--- config.mk ---
export PLATFORM = sky130hd
export DESIGN_NAME = temporal_sel_mux
export DESIGN_NICKNAME = d
export VERILOG_FILES = /design/src/rtl/temporal_mux_pkg.sv /design/src/rtl/tmux_decoder.sv /design/src/rtl/temporal_sel_mux.sv
export SDC_FILE = /design/constraint.sdc
export NUM_CORES = 1
export LEC_CHECK = 0
export CELL_PAD_IN_SITES_DETAIL_PLACEMENT = 1
export CELL_PAD_IN_SITES_GLOBAL_PLACEMENT = 1
export CORE_MARGIN = 4
export CORE_UTILIZATION = 35
export CTS_CLUSTER_SIZE = 10
export DETAILED_ROUTE_END_ITERATION = 6
export PLACE_DENSITY = 0.78
export SYNTH_ARGS = -nofsm -noshare
export SYNTH_HDL_FRONTEND = slang
export SYNTH_SLANG_ARGS = --single-unit
export TNS_END_PERCENT = 100
--- constraint.sdc ---
create_clock -name aclk -period 3.02 [get_ports aclk]
set_input_delay 0.453 -clock aclk [delete_from_list [all_inputs] [get_ports aclk]]
set_output_delay 0.453 -clock aclk [all_outputs]
set_load 0.03 [all_outputs]
--- src/rtl/temporal_mux_pkg.sv ---
// -----------------------------------------------------------------------------
// temporal_mux_pkg
//
// Purpose:
//   Shared types and width helpers for the temporal-select multiplexer.
//   - tmux_mode_e selects how a channel turns its time-coded select line into
//     a bus index.
//   - The helper functions give the widths of the phase counter, the
//     pulse-width counter and the decoded index for a given gamma-cycle
//     length.
// -----------------------------------------------------------------------------
package temporal_mux_pkg;

  typedef enum logic [1:0] {
    TMUX_RISING  = 2'd0,
    TMUX_FALLING = 2'd1,
    TMUX_PULSE   = 2'd2
  } tmux_mode_e;

  // Phase counter width: holds 0 .. gamma-1.
  function automatic int tmux_phase_w(input int gamma);
    return (gamma > 1) ? $clog2(gamma) : 1;
  endfunction

  // Pulse-width counter width: holds 0 .. gamma.
  function automatic int tmux_cnt_w(input int gamma);
    return $clog2(gamma + 1);
  endfunction

  // Decoded index width. Edge modes yield a phase number and pulse mode
  // yields count-1; both lie in 0 .. gamma-1.
  function automatic int tmux_idx_w(input int gamma);
    return tmux_phase_w(gamma);
  endfunction

endpackage

--- src/rtl/tmux_decoder.sv ---
// -----------------------------------------------------------------------------
// tmux_decoder
//
// Purpose:
//   Per-channel decoder for the temporal-select multiplexer. It observes one
//   sampled select line over a gamma cycle. It reports whether an event was
//   found and which index it encodes.
//   - TMUX_RISING  : phase of the first 0->1 transition (prev forced 0 at phase 0)
//   - TMUX_FALLING : phase of the first 1->0 transition (prev forced 1 at phase 0)
//   - TMUX_PULSE   : number of high phases minus one (saturating count)
//
//   The outputs already include the current phase's sample. The value seen
//   during the final phase therefore covers the whole gamma cycle, including
//   an event at the last phase.
//
// Ports:
//   aclk     in   clock
//   grst     in   asynchronous active-low reset
//   i_sample in   select line value for the current phase
//   i_phase  in   current gamma phase (shared counter)
//   o_found  out  an event has been decoded so far in this gamma cycle
//   o_idx    out  decoded index (meaningful only when o_found is high)
// -----------------------------------------------------------------------------
module tmux_decoder
  import temporal_mux_pkg::*;
#(
  parameter int         GAMMA_CYCLE_WIDTH = 16,
  parameter tmux_mode_e MODE              = TMUX_RISING,
  localparam int        PH_W              = tmux_phase_w(GAMMA_CYCLE_WIDTH),
  localparam int        IDX_W             = tmux_idx_w(GAMMA_CYCLE_WIDTH)
) (
  input  logic             aclk,
  input  logic             grst,
  input  logic             i_sample,
  input  logic [PH_W-1:0]  i_phase,
  output logic             o_found,
  output logic [IDX_W-1:0] o_idx
);

  // Phase 0 starts a fresh gamma cycle. Stored state from the previous cycle
  // is ignored combinationally, so no separate clear cycle is needed.
  logic w_phase0;
  assign w_phase0 = (i_phase == '0);

  if (MODE == TMUX_PULSE) begin : g_pulse

    localparam int             CNT_W   = tmux_cnt_w(GAMMA_CYCLE_WIDTH);
    localparam logic [CNT_W-1:0] CNT_MAX = CNT_W'(GAMMA_CYCLE_WIDTH);

    logic [CNT_W-1:0] r_cnt;
    logic [CNT_W-1:0] w_cnt_base;
    logic [CNT_W-1:0] w_cnt_next;

    always_comb begin
      w_cnt_base = w_phase0 ? '0 : r_cnt;
      w_cnt_next = w_cnt_base;
      if (i_sample && (w_cnt_base < CNT_MAX)) begin
        w_cnt_next = w_cnt_base + CNT_W'(1);
      end
    end

    always_ff @(posedge aclk or negedge grst) begin
      if (!grst) begin
        r_cnt <= '0;
      end else begin
        r_cnt <= w_cnt_next;
      end
    end

    // A count of zero is a miss. The index wraps in that case, but it is
    // qualified by o_found.
    assign o_found = (w_cnt_next != '0);
    assign o_idx   = IDX_W'(w_cnt_next - CNT_W'(1));

  end else begin : g_edge

    // Value "prev" takes at phase 0. With 0 a line already high counts as a
    // rising edge at phase 0. With 1 a line already low counts as a falling
    // edge at phase 0.
    localparam logic PREV_INIT = (MODE == TMUX_FALLING);

    logic             r_prev;
    logic             r_found;
    logic [IDX_W-1:0] r_idx;

    logic             w_prev;
    logic             w_found_base;
    logic [IDX_W-1:0] w_idx_base;
    logic             w_edge;
    logic             w_found_next;
    logic [IDX_W-1:0] w_idx_next;

    always_comb begin
      w_prev       = w_phase0 ? PREV_INIT : r_prev;
      w_found_base = w_phase0 ? 1'b0 : r_found;
      w_idx_base   = w_phase0 ? '0 : r_idx;
      if (MODE == TMUX_FALLING) begin
        w_edge = w_prev & ~i_sample;
      end else begin
        w_edge = ~w_prev & i_sample;
      end
      w_found_next = w_found_base | w_edge;
      w_idx_next   = w_idx_base;
      // Only the first edge of the gamma cycle is latched.
      if (!w_found_base && w_edge) begin
        w_idx_next = IDX_W'(i_phase);
      end
    end

    always_ff @(posedge aclk or negedge grst) begin
      if (!grst) begin
        r_prev  <= 1'b0;
        r_found <= 1'b0;
        r_idx   <= '0;
      end else begin
        r_prev  <= i_sample;
        r_found <= w_found_next;
        r_idx   <= w_idx_next;
      end
    end

    assign o_found = w_found_next;
    assign o_idx   = w_idx_next;

  end

endmodule

--- src/rtl/temporal_sel_mux.sv ---
// -----------------------------------------------------------------------------
// temporal_sel_mux
//
// Purpose:
//   Multi-channel temporal-select multiplexer for the race-logic datapath.
//   A shared phase counter divides time into gamma cycles of
//   GAMMA_CYCLE_WIDTH aclk cycles. Each channel decodes its time-coded select
//   line into an index (rising edge, falling edge or pulse width, per MODE).
//   At the final phase the channel picks inputs[idx]. All channels are
//   registered together with a one-cycle y_valid strobe at the start of the
//   next gamma cycle.
//
// Configuration macro:
//   TEMPORAL_SEL_MUX_HOLD_EN
//     - defined   : a channel that misses keeps its previous y value.
//     - undefined : a channel that misses outputs 0 (race-logic null value).
//     In both cases y_hit is 0 on a miss.
//
// Ports:
//   aclk         in   clock (single domain)
//   grst         in   asynchronous active-low reset
//   inputs       in   [NUM_INPUTS][BUS_WIDTH] candidate buses, shared by all
//                     channels; sampled only at the final phase
//   select_line  in   [NUM_CH] temporal select line per channel
//   y            out  [NUM_CH][BUS_WIDTH] selected bus per channel
//   y_hit        out  [NUM_CH] channel decoded an in-range index last cycle
//   y_valid      out  one-cycle strobe when y / y_hit update
//   gamma_phase  out  current phase of the gamma cycle
// -----------------------------------------------------------------------------
module temporal_sel_mux
  import temporal_mux_pkg::*;
#(
  parameter int         GAMMA_CYCLE_WIDTH = 16,
  parameter int         NUM_INPUTS        = 16,
  parameter int         BUS_WIDTH         = 8,
  parameter int         NUM_CH            = 4,
  parameter tmux_mode_e MODE              = TMUX_RISING,
  localparam int        PH_W              = tmux_phase_w(GAMMA_CYCLE_WIDTH)
) (
  input  logic                                 aclk,
  input  logic                                 grst,
  input  logic [NUM_INPUTS-1:0][BUS_WIDTH-1:0] inputs,
  input  logic [NUM_CH-1:0]                    select_line,
  output logic [NUM_CH-1:0][BUS_WIDTH-1:0]     y,
  output logic [NUM_CH-1:0]                    y_hit,
  output logic                                 y_valid,
  output logic [PH_W-1:0]                      gamma_phase
);

  localparam int              IDX_W      = tmux_idx_w(GAMMA_CYCLE_WIDTH);
  localparam logic [PH_W-1:0] PHASE_LAST = PH_W'(GAMMA_CYCLE_WIDTH - 1);

  logic [PH_W-1:0]                  r_phase;
  logic                             w_last;

  logic [NUM_CH-1:0]                w_found;
  logic [NUM_CH-1:0][IDX_W-1:0]     w_idx;
  logic [NUM_CH-1:0]                w_hit;
  logic [NUM_CH-1:0][BUS_WIDTH-1:0] w_sel;

  logic [NUM_CH-1:0][BUS_WIDTH-1:0] r_y;
  logic [NUM_CH-1:0]                r_hit;
  logic                             r_valid;

  // ---- Stage 0: shared phase counter ---------------------------------------
  always_ff @(posedge aclk or negedge grst) begin
    if (!grst) begin
      r_phase <= '0;
    end else if (r_phase == PHASE_LAST) begin
      r_phase <= '0;
    end else begin
      r_phase <= r_phase + PH_W'(1);
    end
  end

  assign w_last = (r_phase == PHASE_LAST);

  // ---- Stage 1: per-channel decode -----------------------------------------
  for (genvar c = 0; c < NUM_CH; c++) begin : g_ch
    tmux_decoder #(
      .GAMMA_CYCLE_WIDTH (GAMMA_CYCLE_WIDTH),
      .MODE              (MODE)
    ) u_dec (
      .aclk     (aclk),
      .grst     (grst),
      .i_sample (select_line[c]),
      .i_phase  (r_phase),
      .o_found  (w_found[c]),
      .o_idx    (w_idx[c])
    );
  end

  // Range check and bus selection. The select is a compare-and-pick loop
  // rather than a direct array index. The decoded index may be wider than
  // (or exceed) the bus table when NUM_INPUTS < GAMMA_CYCLE_WIDTH.
  always_comb begin
    w_hit = '0;
    w_sel = '0;
    for (int c = 0; c < NUM_CH; c++) begin
      w_hit[c] = w_found[c] && (int'(w_idx[c]) < NUM_INPUTS);
      for (int i = 0; i < NUM_INPUTS; i++) begin
        if (int'(w_idx[c]) == i) begin
          w_sel[c] = inputs[i];
        end
      end
    end
  end

  // ---- Stage 2: output registers, loaded on the edge ending the last phase -
  always_ff @(posedge aclk or negedge grst) begin
    if (!grst) begin
      r_y     <= '0;
      r_hit   <= '0;
      r_valid <= 1'b0;
    end else begin
      r_valid <= w_last;
      if (w_last) begin
        for (int c = 0; c < NUM_CH; c++) begin
          r_hit[c] <= w_hit[c];
          if (w_hit[c]) begin
            r_y[c] <= w_sel[c];
          end else begin
`ifdef TEMPORAL_SEL_MUX_HOLD_EN
            r_y[c] <= r_y[c];
`else
            r_y[c] <= '0;
`endif
          end
        end
      end
    end
  end

  assign y           = r_y;
  assign y_hit       = r_hit;
  assign y_valid     = r_valid;
  assign gamma_phase = r_phase;

endmodule
# ---- Word level (Yosys, flattened, before mapping)
# Cells that the tools add are included.
dict set report totals {
  in_bits 134
  register_bits 65
  output_inout_bits 41
}
dict set report op_classes {
  addsub 1
  bitwise_logic 12
  n_mux 85
  n_reduce_logical 13
  eq_ne 61
}
# op count
set op_table {}
lappend op_table {{8-bit two-way mux} 68}
lappend op_table {{4-bit equality test, second input constant} 33}
lappend op_table {{4-bit by 3-bit equality test with 1-bit output, second input constant} 16}
lappend op_table {{4-bit two-way mux} 9}
lappend op_table {{4-bit by 2-bit equality test with 1-bit output, second input constant} 8}
lappend op_table {{4-bit logical NOT} 5}
lappend op_table {{4-bit by 1-bit equality test with 1-bit output, second input constant} 4}
lappend op_table {{1-bit two-way mux} 8}
lappend op_table {{4-bit by 1-bit adder with 4-bit output, second input constant} 1}
lappend op_table {{1-bit AND} 4}
lappend op_table {{1-bit logical AND} 4}
lappend op_table {{1-bit logical NOT} 4}
lappend op_table {{1-bit inverter} 4}
lappend op_table {{1-bit bitwise OR} 4}

# ---- Depth between registers and ports, before layout
# Gate-level depths: netlist (run 1).
dict set report logic_depth {
  depth_word 24
  mapped_depth 16
  mapped_depth_nobuf 10
}

# ---- By module
# From an unflattened synthesis (run 1), not the netlist that was laid out.
dict set report hier_totals {
  cells_unflattened 906
  hier_area_um2 7748.7
}
# mod seq_area_each_um2 area_each_um2 cells_each instances
set modules_own_cells {}
lappend modules_own_cells {temporal_sel_mux 1026.0 6697.7 834 1}
lappend modules_own_cells {tmux_decoder 150.1 262.8 18 4}

# ---- Worst setup path before layout (run 1)
# No wires, ideal clock.
dict set report synth_path {
  kind {register to register}
  start {reg r_phase[0] (netlist: gamma_phase[0])}
  end {reg r_y (netlist bit y[20])}
  t_required_ns 2.882
  setup_slack_ns -0.273
  n_path_buf 3
  arrival_time_ns 3.155
  synth_period_minus_slack_ns 3.293
  path_stages_with_launch 13
  path_cell_list {dfrtp_1 buf_2 inv_1 ha_1 buf_4 nor3b_2 buf_4 a211oi_1 nor4_4 a2111oi_0 o2111ai_1 a2111oi_1 o41ai_1}
}
dict set report synth_between {
  elab_chain_cells 24
  elab_cells_between_ends 44
  cone_classes {eq/ne (16); mux (21); bitwise (3); reduce/logical (4)}
}
# item line_no
set synth_rtl {}
lappend synth_rtl {{start, declared} temporal_sel_mux.sv:53} ;# logic [PH_W-1:0] r_phase;
lappend synth_rtl {{start signal, assigned} temporal_sel_mux.sv:72} ;# r_phase <= r_phase + PH_W'(1);
lappend synth_rtl {{4-bit logical NOT} tmux_decoder.sv:43} ;# assign w_phase0 = (i_phase == '0);
lappend synth_rtl {{1-bit two-way mux} tmux_decoder.sv:94} ;# w_prev = w_phase0 ? PREV_INIT : r_prev;
lappend synth_rtl {{1-bit inverter} tmux_decoder.sv:100} ;# w_edge = ~w_prev & i_sample;
lappend synth_rtl {{1-bit AND} tmux_decoder.sv:100}
lappend synth_rtl {{1-bit logical AND} tmux_decoder.sv:105} ;# if (!w_found_base && w_edge) begin
lappend synth_rtl {{4-bit two-way mux} tmux_decoder.sv:105}
lappend synth_rtl {{4-bit logical NOT} temporal_sel_mux.sv:102} ;# if (int'(w_idx[c]) == i) begin
lappend synth_rtl {{8-bit two-way mux (16 in series)} temporal_sel_mux.sv:102}
lappend synth_rtl {{8-bit two-way mux} temporal_sel_mux.sv:120} ;# if (w_hit[c]) begin
lappend synth_rtl {{end signal, assigned by index} temporal_sel_mux.sv:121} ;# r_y[c] <= w_sel[c];
lappend synth_rtl {{end, declared} temporal_sel_mux.sv:61} ;# logic [NUM_CH-1:0][BUS_WIDTH-1:0] r_y;
# Several ways; a longest one is shown, not always the timed one.
# A chain may end at the register's enable or synchronous reset.

# ---- Worst setup path after layout (run 1)
dict set report layout_path {
  start {reg r_phase[0] (netlist: gamma_phase[0])}
  end {reg r_y (netlist bit y[5])}
}
# Same word-level chain as after synthesis.

==> run summary, run 1 <==
commonest non-fill, non-tap cell in the layout -> buf_4
most frequent cells in the layout -> buf_4 (310), clkdlybuf4s50_1 (173), nand2_1 (118)
initial antenna violation count -> 2
Worst path max stage delay -> 430 ps
top post-synthesis cells by area -> dfrtp_1 (19%), nand2_1 (5.1%), a21oi_1 (3.8%)
router iterations before antenna repair -> 6
pre-CTS WS -> -534.6 ps
Post-synth EDFFs -> 0
VDD IR max -> 281.3 uV
Vias -> 13867
CTS Hold Bufs -> 0
warnings from Yosys -> 0
DRC viols -> 0
Max Clk Rate -> 328.7 MHz
total power -> 0.004234 W
final worst slack -> -21.99 ps
Die Span X -> 165.8 um
RSZ-0062 raised after global routing -> true
Post-Syn Area -> 8717 um2
CTS Sinks -> 65
Final Hold Viols -> 0
CTS tree -> yes
worst path bufs/invs -> 4
cell taking the most area after synthesis -> dfrtp_1
Ports -> 175
Clk pin slew, worst setup/hold paths -> 70 ps
CP max-delay cell -> dfrtp_2
die area -> 27490 um2
Die Height -> 165.8 um
endpoints failing setup -> 2
Starting DRT DRC Count -> 2584
Worst path top cell family by delay -> compound AO/OA/AOI/OAI gates
cell mode on critical path -> buf_4
share of cells above drive strength 1 -> 29.69%
Syn Inst Count -> 1126
number of global-route vias before repair -> 13957
syn nets -> 1262
ys flop type -> dfrtp_1
Avg Cell Area, Syn -> 7.742 um2
failing checks -> negative setup slack
max_cap viols -> 0
Final nets -> 1704
Placement Rows -> 57
GRT Total Usage -> 45.94%
Final Cycle Share -> 100.7%
Max Slew Vio Count -> 0
flops & latches, synth -> 65
number of library cell types mapped by synthesis -> 105
Setup CP Type -> flip-flop to flip-flop
DR vias/cell -> 7.306
largest net degree at the start of global routing -> 66
WL/cell -> 35.17 um
post-route ant nets -> 0
Tmin final -> 3042 ps
ys async rst share -> 100.0%
run status -> complete, but fails checks
Layout fillers -> 2979
Synth top area share -> 18.66%
HPWL Detailed -> 53430 um
CP Cell Sequence -> buf_4 -> nor2b_2 -> buf_4 -> buf_4 -> o211ai_1 -> buf_4 -> a211oi_4 -> and2b_1 -> nand3_1 -> a211o_1 -> o2111ai_1
worst skew pair latency -> 370 ps
hold slack -> 247.4 ps
IO buf count -> 174
Critical Path RT -> 3240 ps
routed wire length -> 66760 um
clk buf depth -> 2
CP endpoint kind -> flip-flop
Initial Utilization -> 35.74%
power per cell area -> 307.1 nW/um2
worst-margin pin slew -> 1041 ps
Hold Path Class -> primary input to asynchronous set/reset pin
Rel. slew slack -> 30.57%
clock skew -> 10.98 ps
core area -> 24390 um2
CP Data Arrival Time -> 3260 ps
CTS Buf Count -> 9
CP Max Fanout -> 14
first-pass GRT wire length -> 94760 um
post-synthesis sequential area ratio -> 18.66%
Root Buffer -> clkbuf_16
H-tree Lvls -> 3
CP Launch Type -> flip-flop
Pleak -> 5.544 nW
grt ovf -> 0
GP Congestion -> 1.142
Area Overhead vs Synth -> 58.19%
Yosys cell counts, types with 26 or more instances:
master / n
nand2_1: 119
nand3_1: 36
o211ai_1: 27
dfrtp_1: 65
a22oi_1: 41
o2111ai_1: 26
inv_1: 41
o21ai_0: 62
nor2_1: 52
a221oi_1: 27
clkbuf_1: 33
a21oi_1: 66
worst paths after layout:
kind / depth (start not counted) / startpoint / end / slack (ps)
max: 11 / gamma_phase[0] / y[5] / -20
min reg2reg: 1 / y_hit[0] / y_hit[0] / 480
max in group asynchronous: 1 / grst / gamma_phase[0] / 2060
min: 1 / grst / g_ch[2].u_dec.g_edge.r_found / 250
max reg2reg: 11 / gamma_phase[0] / y[5] / -20
min in group aclk: 1 / y_hit[0] / y_hit[0] / 480
worst register-to-register path, cell delays in order, from the launching register on:
cell       delay, ps
dfrtp_2          430
buf_4            220
nor2b_2          260
buf_4            220
buf_4            150
o211ai_1         210
buf_4            220
a211oi_4         270
and2b_1          300
nand3_1          260
a211o_1          220
o2111ai_1        140
metal layers:
layer	routed length (um)	track usage [%]	up-vias
met4	5690	28.73	2
li1	-	-	5528
met2	27380	67.65	1259
met1	24640	58.28	6710
met3	9036	14.52	368
met5	14	0	-
power by group:
part | switching [W] | internal (W) | leakage (nW) | total [W]
Combinational | 0.00102 | 0.000754 | 4.58 | 0.00177
Clock | 0.000569 | 0.000757 | 0.157 | 0.00133
Sequential | 0.000116 | 0.00102 | 0.803 | 0.00113
registers in the layout, indices dropped and copies added (netlist names):
signal                     count
y                             32
g_ch.u_dec.g_edge.r_idx       16
g_ch.u_dec.g_edge.r_found      4
g_ch.u_dec.g_edge.r_prev       4
gamma_phase                    4
y_hit                          4
y_valid                        1
through the flow:
stage	cell area (um2)	utilization, %	std cells	TNS, ps
2_1_floorplan	8810	-	1126	0
3_3_place_gp	13050	53.49	1868	-4728
3_5_place_dp	13050	53.49	1868	-6196
4_1_cts	13400	54.96	1884	0
5_1_grt	13790	56.53	1897	-414.9
6_report	13790	56.54	1898	-38.18
cell type report:
| cell class | instances | area, um2 | share of cell area [%] |
|---|---|---|---|
| clock buffer | 11 | 242.7 | 1.760 |
| multi-input combinational | 949 | 6908 | 50.10 |
| sequential | 65 | 1629 | 11.81 |
| antenna | 1 | 2.502 | 0.01815 |
| inverter | 42 | 160.2 | 1.161 |
| timing repair buffer | 501 | 4357 | 31.59 |
| tap | 324 | 405.4 | 2.940 |
| clock inverter | 5 | 85.08 | 0.6170 |
timing repair:
item,in CTS,in global routing
setup endpoints to repair,12,28
buffers inserted,0,11
pin swaps,3,17
gates cloned,0,2
resized for setup,10,61
cell families after synthesis:
logic type,after synthesis,synth area share (%)
multiplexers,14,1.722
buffers and inverters,112,5.827
XOR/XNOR,1,0.1005
AO/OA/AOI/OAI,566,51.41
flip-flops,65,18.66
adder cells (fa/ha/maj),2,0.2870
AND/OR/NAND/NOR,366,21.99
Power figures use the tool's default switching activity.
==> run 2, diff against run 1 <==
CORE_UTILIZATION = 39   (was 35)
PLACE_DENSITY = 0.83   (was 0.78)
TNS_END_PERCENT = 5   (was 100)
clock period = 3.3 ns   (was 3.02 ns; I/O delays follow)
==> run 2 against run 1 <==
- the run ends with design-rule violations left
- fmax shrank 6.6%
- die area shrank 9.8%
- wire length shrank 7.3%
- global-route usage grew 2.3 points
- worst setup slack gained 66 ps
- critical path type unchanged
- critical endpoint is now y[7]
==> run summary, run 2 (synthesis results as in run 1) <==
run status -> complete, but fails checks
failing checks -> design-rule violations
WL/cell -> 36.22 um (+3.0%)
Layout Cells excl Fill -> 1708 (-10%)
max_cap viols -> 0 (unchanged)
Critical Path RT -> 3540 ps (+300 ps)
most frequent cells in the layout -> buf_4 (181), clkdlybuf4s50_1 (173), nand2_1 (119)
router iterations before antenna repair -> 7 (+1)
CP Max Fanout -> 8 (-6)
DRC viols -> 28 (+28)
grt ovf -> 0 (unchanged)
Max Clk Rate -> 307.2 MHz (-6.6%)
CP Data Arrival Time -> 3500 ps (+240 ps)
largest net degree at the start of global routing -> 66 (unchanged)
power per cell area -> 300.5 nW/um2 (-2.1%)
Max Slew Vio Count -> 0 (unchanged)
Hold Path Class -> primary input to asynchronous set/reset pin
Area Overhead vs Synth -> 40.06%
Layout fillers -> 2679 (-10%)
hold slack -> 264.7 ps (+17.28 ps)
diodes inserted -> 0 (-1)
clk buf depth -> 2 (unchanged)
CP Launch Type -> flip-flop
Final Hold Viols -> 0 (unchanged)
share of cells above drive strength 1 -> 19.47% (-10 points)
IO buf count -> 174 (unchanged)
Die Height -> 157.5 um (-5.0%)
Rel. slew slack -> 31.28% (+0.71 points)
Multi-input gate area -> 6640 um2 (-3.9%)
die area -> 24810 um2 (-9.8%)
HPWL Detailed -> 49130 um (-8.0%)
GP Congestion -> 1.191 (+4.3%)
post-route ant nets -> 0 (unchanged)
Final Cycle Share -> 98.66% (-2.1 points)
Tmin final -> 3256 ps (+213.8 ps)
CTS Sinks -> 65 (unchanged)
H-tree Lvls -> 3 (unchanged)
post-layout util -> 55.77% (-0.76 points)
FF/Latch Area -> 1627 um2 (-0.15%)
Final nets -> 1559 (-8.5%)
endpoints failing setup -> 0 (-2)
final worst slack -> 44.26 ps (+66.25 ps)
Die Span X -> 157.5 um (-5.0%)
Placement Rows -> 54 (-5.3%)
CP endpoint kind -> flip-flop
Clk pin slew, worst setup/hold paths -> 70 ps (about the same)
Initial Utilization -> 39.82% (+4.1 points)
Pleak -> 4.747 nW (-14%)
worst-margin pin slew -> 1031 ps (-10.60 ps)
DR vias/cell -> 7.763 (+6.3%)
worst skew pair latency -> 370 ps (about the same)
CTS Buf Count -> 9 (unchanged)
GRT Total Usage -> 48.29% (+2.3 points)
Setup CP Type -> flip-flop to flip-flop
first-pass GRT wire length -> 88330 um (-6.8%)
commonest non-fill, non-tap cell in the layout -> buf_4
CTS tree -> yes
clock skew -> 9.233 ps (-1.748 ps)
Ports -> 175 (unchanged)
total power -> 0.003669 W (-13%)
Starting DRT DRC Count -> 2511 (-2.8%)
RSZ-0062 raised after global routing -> true
placed insts -> 1689 (-9.6%)
number of global-route vias before repair -> 13156 (-5.7%)
routed wire length -> 61860 um (-7.3%)
Vias -> 13260 (-4.4%)
max reg flops -> 32 (unchanged)
Root Buffer -> clkbuf_16
initial antenna violation count -> 0 (-2)
core area -> 21890 um2 (-10%)
pre-CTS WS -> -160.2 ps (+374.4 ps)
VDD IR max -> 289.9 uV (+3.0%)
run 2: changes by cell type in the layout (fill, tap and decap cells not counted), sizes merged:
cell    change
buf       -144
clkinv      +3
clkbuf      -2
bufinv      -1
diode       -1
inv         -1
run 2: worst max-delay path: stages, from the launching register on:
cell,delay (ps)
dfrtp_1,370
inv_1,120
ha_2,220
or3b_4,470
buf_4,210
a21oi_4,290
o22ai_1,200
buf_4,230
a211o_1,320
a311oi_2,330
o211a_1,300
o21ai_1,90
run 2: final timing paths:
kind,startpoint,to,depth (start not counted),slack (ps)
worst max-delay path,gamma_phase[1],y[7],11,40
worst min-delay path,grst,g_ch[2].u_dec.g_edge.r_idx[2],1,260
worst max register to register,gamma_phase[1],y[7],11,40
worst min register to register,y_hit[1],y_hit[1],1,480
max in group asynchronous,grst,y_hit[3],1,2310
min in group aclk,y_hit[1],y_hit[1],1,480
run 2: power by group:
group,internal [W],switching (W)
Clock,0.000610,0.000486
Combinational,0.000636,0.000895
Sequential,0.000931,0.000111
run 2: area by class of cell:
class                   count  share of cell area, %
clock inverters             6                 0.5329
multi-input cells         949                  54.39
repair buffers            356                  25.64
flip-flops and latches     65                  13.32
clock buffers              10                  1.957
well taps                 280                  2.869
inverters                  42                  1.291
run 2: stage by stage:
step	instance area, um2	TNS, ps
5_1_grt	12210	-87.36
6_report	12210	0
2_1_floorplan	8717	0
3_5_place_dp	11840	-432.2
4_1_cts	12160	0
3_3_place_gp	11840	0
run 2: routing by layer:
metal | global-route usage, % | part of all wire (%) | vias up
li1 | - | - | 5225
met1 | 59.45 | 36 | 6372
met2 | 68.49 | 40 | 1226
met3 | 19.25 | 14 | 433
met4 | 33.27 | 9.5 | 4
met5 | 1.389 | 0.17 | -
run 2: what timing repair did:
action                                  4_1_cts  5_1_grt
pin swaps                                     0        1
endpoints found under the setup margin        3       21
gates cloned                                  0        0
buffers inserted                              0        3
resized for setup                             2        8
endpoints found under the hold margin         0        0
hold buffers                                  0        0
